**config.mk**
```make
export PLATFORM = sky130hd
export DESIGN_NAME = fc8_interrupt_sequencer
export DESIGN_NICKNAME = d
export VERILOG_FILES = /design/src/rtl/fc8_interrupt_sequencer.sv
export SDC_FILE = /design/constraint.sdc
export NUM_CORES = 1
export LEC_CHECK = 0
export BUFFER_PORTS_ARGS = -buffer_cell sky130_fd_sc_hd__buf_2
export CAP_MARGIN = 0
export CORE_ASPECT_RATIO = 1.4
export CORE_MARGIN = 8
export CORE_UTILIZATION = 49
export CTS_CLUSTER_DIAMETER = 120
export DETAILED_ROUTE_END_ITERATION = 16
export PLACE_DENSITY = 0.8
export SLEW_MARGIN = 20
export SYNTH_ARGS = -nofsm -noshare
export SYNTH_HDL_FRONTEND = slang
export SYNTH_SLANG_ARGS = --single-unit
```
**constraint.sdc**
```tcl
create_clock -name clk_cpu -period 3.09 [get_ports clk_cpu]
set_input_delay 0.927 -clock clk_cpu [delete_from_list [all_inputs] [get_ports clk_cpu]]
set_output_delay 0.927 -clock clk_cpu [all_outputs]
set_load 0.01 [all_outputs]
```
**src/rtl/fc8_interrupt_sequencer.sv**
```systemverilog
// fc8_interrupt_sequencer: arbitrates NMI/IRQ at instruction boundaries, pushes PC and flags,
// fetches the vector and hands PC/SP/I-flag updates back to the FC8 core.
module fc8_interrupt_sequencer #(
   parameter logic [15:0] NMI_VECTOR = 16'hFFFA,
   parameter logic [15:0] IRQ_VECTOR = 16'hFFFE,
   parameter logic [7:0]  STACK_PAGE = 8'h01
) (
   input  logic        clk_cpu,
   input  logic        rst_n,
   input  logic        nmi_req,
   input  logic        irq_req,
   input  logic        irq_mask,
   input  logic        insn_boundary,
   input  logic [15:0] pc_in,
   input  logic [7:0]  flags_in,
   input  logic [7:0]  sp_in,
   output logic        busy,
   output logic        bus_req,
   output logic        bus_we,
   output logic [15:0] bus_addr,
   output logic [7:0]  bus_wdata,
   input  logic [7:0]  bus_rdata,
   input  logic        bus_ready,
   output logic        pc_load,
   output logic [15:0] pc_out,
   output logic        sp_load,
   output logic [7:0]  sp_out,
   output logic        set_irq_mask,
   output logic        nmi_pending
);
   localparam logic [2:0] S_IDLE       = 3'd0;
   localparam logic [2:0] S_PUSH_PCH   = 3'd1;
   localparam logic [2:0] S_PUSH_PCL   = 3'd2;
   localparam logic [2:0] S_PUSH_FLAGS = 3'd3;
   localparam logic [2:0] S_VEC_LO     = 3'd4;
   localparam logic [2:0] S_VEC_HI     = 3'd5;
   localparam logic [2:0] S_LOAD       = 3'd6;

   logic [2:0]  state_q, state_d;
   logic        nmi_prev_q, nmi_pend_q, nmi_pend_d, sel_nmi_q, sel_nmi_d;
   logic [15:0] pc_q, pc_d;
   logic [7:0]  flags_q, flags_d, sp_q, sp_d, lo_q, lo_d, hi_q, hi_d;
   logic        commit, is_push, is_vec, xfer;

   assign is_push = state_q == S_PUSH_PCH || state_q == S_PUSH_PCL || state_q == S_PUSH_FLAGS;
   assign is_vec  = state_q == S_VEC_LO || state_q == S_VEC_HI;
   assign xfer    = bus_req && bus_ready;
   assign commit  = state_q == S_IDLE && insn_boundary && (nmi_pend_q || (irq_req && !irq_mask));

   assign busy         = state_q != S_IDLE;
   assign bus_req      = is_push || is_vec;
   assign bus_we       = is_push;
   assign bus_addr     = is_push ? {STACK_PAGE, sp_q} :
                         is_vec  ? (sel_nmi_q ? NMI_VECTOR : IRQ_VECTOR) + {15'd0, state_q == S_VEC_HI} :
                                   16'h0000;
   assign bus_wdata    = state_q == S_PUSH_PCH   ? pc_q[15:8] :
                         state_q == S_PUSH_PCL   ? pc_q[7:0]  :
                         state_q == S_PUSH_FLAGS ? flags_q    : 8'h00;
   assign pc_load      = state_q == S_LOAD;
   assign sp_load      = state_q == S_LOAD;
   assign set_irq_mask = state_q == S_LOAD;
   assign pc_out       = {hi_q, lo_q};
   assign sp_out       = sp_q;
   assign nmi_pending  = nmi_pend_q;

   // A commit with nmi_pend_q set is always an NMI commit, so a fresh edge still wins over the clear.
   assign nmi_pend_d = (nmi_req && !nmi_prev_q) || (nmi_pend_q && !commit);

   always_comb begin
      state_d   = state_q;
      sel_nmi_d = sel_nmi_q;
      pc_d      = pc_q;
      flags_d   = flags_q;
      sp_d      = sp_q;
      lo_d      = lo_q;
      hi_d      = hi_q;
      if (commit) begin
         pc_d      = pc_in;
         flags_d   = flags_in;
         sp_d      = sp_in;
         sel_nmi_d = nmi_pend_q;
         state_d   = S_PUSH_PCH;
      end
      if (xfer) begin
         if (is_push) sp_d = sp_q - 8'd1;
         if (state_q == S_VEC_LO) lo_d = bus_rdata;
         if (state_q == S_VEC_HI) hi_d = bus_rdata;
         state_d = state_q + 3'd1;
      end
      if (state_q == S_LOAD) state_d = S_IDLE;
   end

   always_ff @(posedge clk_cpu or negedge rst_n) begin
      if (!rst_n) begin
         state_q    <= S_IDLE;
         nmi_prev_q <= 1'b0;
         nmi_pend_q <= 1'b0;
         sel_nmi_q  <= 1'b0;
         pc_q       <= 16'h0000;
         flags_q    <= 8'h00;
         sp_q       <= 8'h00;
         lo_q       <= 8'h00;
         hi_q       <= 8'h00;
      end else begin
         state_q    <= state_d;
         nmi_prev_q <= nmi_req;
         nmi_pend_q <= nmi_pend_d;
         sel_nmi_q  <= sel_nmi_d;
         pc_q       <= pc_d;
         flags_q    <= flags_d;
         sp_q       <= sp_d;
         lo_q       <= lo_d;
         hi_q       <= hi_d;
      end
   end
endmodule

```
==> flow_metrics.tcl <==
set metrics [dict create \
    cp.arrival_ns 2.01 \
    path_max_fanout 14 \
    vias_per_cell 5.17 \
    critPathKind "flip-flop to output pin" \
    multi_input_area_um2 1210 \
    drc 0 \
    synthTopCellsByArea "dfrtp_1 (50%), nand2_1 (12%), mux2_2 (6.6%)" \
    regArea_um2 1350 \
    dp_hpwl_um 5310 \
    grt_max_degree 30 \
    tightest_slew_ns 0.513 \
    fin_tns_setup_ns 0 \
    powerDensity_nw_per_um2 1020 \
    cp-start-kind "flip-flop" \
    slowest_delay_ns 0.43 \
    synthArstFlopShare_pct 100 \
    grt_usage_pct 17.1 \
    hp-start "nmi_prev_q" \
    clkLatencyLatePin_ns 0.30 \
    wl_per_cell_um 15.1 \
    critPathRequiredTime_ns 2.16 \
    drive_gt1_share_pct 37.3 \
    max-slew-margin-rel_pct 65.7 \
    grt_overflow 0 \
    h-tree-depth 2 \
    rr_endpoint "sp_out[5]" \
    hold_class "flip-flop to flip-flop" \
    synth_warnings 0 \
    num_rows 32 \
    max_clock_freq_mhz 340 \
    ys.flop_type "dfrtp_1" \
    synth_area_um2 2730 \
    synth_top_area_share_pct 49.5 \
    min_period_over_period_pct 95.1 \
    antenna_found_initial 0 \
    avgSynthCellArea_um2 9.50 \
    reg2reg_from "state_q[0]" \
    ant_nets 0 \
    synth-edff-count 0 \
    die-area_um2 8240 \
    rsz0062_at_grt "no" \
    cts_root_buf "clkbuf_8" \
    worst_path_dominant_cell_family "adder cells" \
    cts.path.max_buffers 2 \
    r2r_slack_ns 1.06 \
    drt_iter0_markers 92 \
    core_area_um2 5450 \
    ir_worst_vdd_mv 0.466 \
    synthCells 287 \
    finalSetupViolCount 0 \
    io_buffers 101 \
    clk_pin_slew_worst_paths_ns 0.09 \
    syn2layout_area_growth_pct 22.2 \
    clock_skew_ns 0.00743 \
    cap_violations 0 \
    period_needed_ns 2.94 \
    ys_ff_latch 54 \
    synth_nets 340 \
    min_to "nmi_pending" \
    gp_congestion 0.818 \
    ios 102 \
    vias 2322 \
    grt_pass1_wl_um 11600 \
    synth_commonest_cells "nand2_1 (87), dfrtp_1 (54), mux2_2 (16)" \
    fillers 484 \
    die_w_um 79.1 \
    n_antenna_cell 0 \
    ys_seq_area_share_pct 49.5 \
    drt-pass1-iter-count 4 \
    die_y_um 104 \
    min_path_cells 1 \
    start_util_pct 50.1 \
    cts_sinks 54 \
    reg2regPathDepth 7 \
    wirelength_um 6780 \
    hold_viol_final 0 \
    crit_path_top_delay_cell "dfrtp_1" \
    holdBufCountCts 0 \
    synth_most_common_cell "nand2_1" \
    finalMaxSlewViolations 0 \
    cts_tree "built" \
    cts_made_buffers 5 \
    nNetsFinal 434 \
    worstPathCellList "ha_1, ha_2, or2_2, o31ai_1, buf_2" \
    synth_top_area_cell "dfrtp_1" \
    grt_pass1_vias 2521 \
    synth_cell_types 40 \
    status "completed" \
    path_buf_inv 1 \
    fin_util_pct 61.2 \
    leakage_nw 1.80 \
    critPathCaptureType "output pin" \
]
-- cell type report --
type / count / share of cell area (%)
flip-flops and latches: 54 / 40.6
multi-input cells: 201 / 36.4
repair buffers: 109 / 17.0
well taps: 68 / 2.55
clock buffers: 6 / 2.18
inverters: 10 / 1.13
clock inverters: 1 / 0.225
-- where the power goes --
part           internal, W  leakage [nW]  switching [W]
clock network     0.000156        0.0373       0.000215
logic             0.000786          1.11       0.000960
registers          0.00104         0.649       0.000248
-- worst max-delay path by stage --
stage,start,end,cells past startpoint
2_1_floorplan,state_q[0],bus_addr[10],5
3_3_place_gp,state_q[2],bus_addr[2],5
3_5_place_dp,state_q[2],bus_addr[1],5
4_1_cts,state_q[2],bus_addr[2],5
5_1_grt,state_q[0],bus_addr[2],6
6_report,state_q[0],bus_addr[2],5
-- state kept, by name (all words and copies together) (netlist names) --
name and count:
flags_q 8, hi_q 8, lo_q 8, nmi_pending 1, nmi_prev_q 1, pc_q 16, sel_nmi_q 1, sp_out 8
state_q 3
-- kinds of logic after synthesis --
group / Yosys count / synth area share, %
multiplexers: 24 / 9.77
AND/OR/NAND/NOR: 127 / 20.8
adder cells (fa/ha/maj): 6 / 2.75
flip-flops: 54 / 49.5
AO/OA/AOI/OAI: 44 / 10.8
buffers and inverters: 32 / 6.33
-- per-stage QoR --
step	cell area [um2]	worst slack [ns]	instances	total power [W]	hold WS (ns)
6_report	3330	0.150	449	0.00340	0.455
5_1_grt	3330	0.00570	449	0.00370	0.467
2_1_floorplan	2730	0.388	287	0.00246	0.409
3_3_place_gp	3250	0.391	442	0.00299	0.416
3_5_place_dp	3250	0.332	442	0.00306	0.445
4_1_cts	3330	0.00366	449	0.00344	0.456
-- worst reg2reg max path, delay by kind of cell, from the launching register on --
family	cells	cell delay, ns
fa+ha+maj	1	0.25
simple gates	1	0.26
compound gates	2	0.40
flops	1	0.42
buf+inv	2	0.30
mux	1	0.30
-- repair_timing --
| action | 4_1_cts | 5_1_grt |
|---|---|---|
| hold endpoints to repair | 0 | 0 |
| buffers inserted | 0 | 0 |
| endpoints found under the setup margin | 3 | 7 |
| gates resized for setup | 1 | 2 |
-- routing by layer --
metal | share of wire, % | GRT usage [%] | vias up
li1 | - | - | 1142
met1 | 38 | 18.1 | 1100
met2 | 54 | 31.7 | 71
met5 | 0 | 0 | -
met4 | 1.7 | 5.59 | 0
met3 | 6.4 | 3.81 | 9
-- cells in the final DEF (no fill, tap or decap), types with 2 or more instances in the layout --
master	count
inv_1	10
buf_2	101
clkbuf_8	5
o21a_1	2
nor2_1	4
o221a_2	3
nand3_1	5
mux2i_1	6
nor3_1	6
nand2b_1	3
ha_1	5
a21o_1	6
dfrtp_1	53
and3_1	10
a21oi_1	11
o21ai_0	9
buf_4	8
nand2_1	87
a211oi_1	5
nor2b_1	3
mux2_2	16
(Power assumes the default switching activity.)
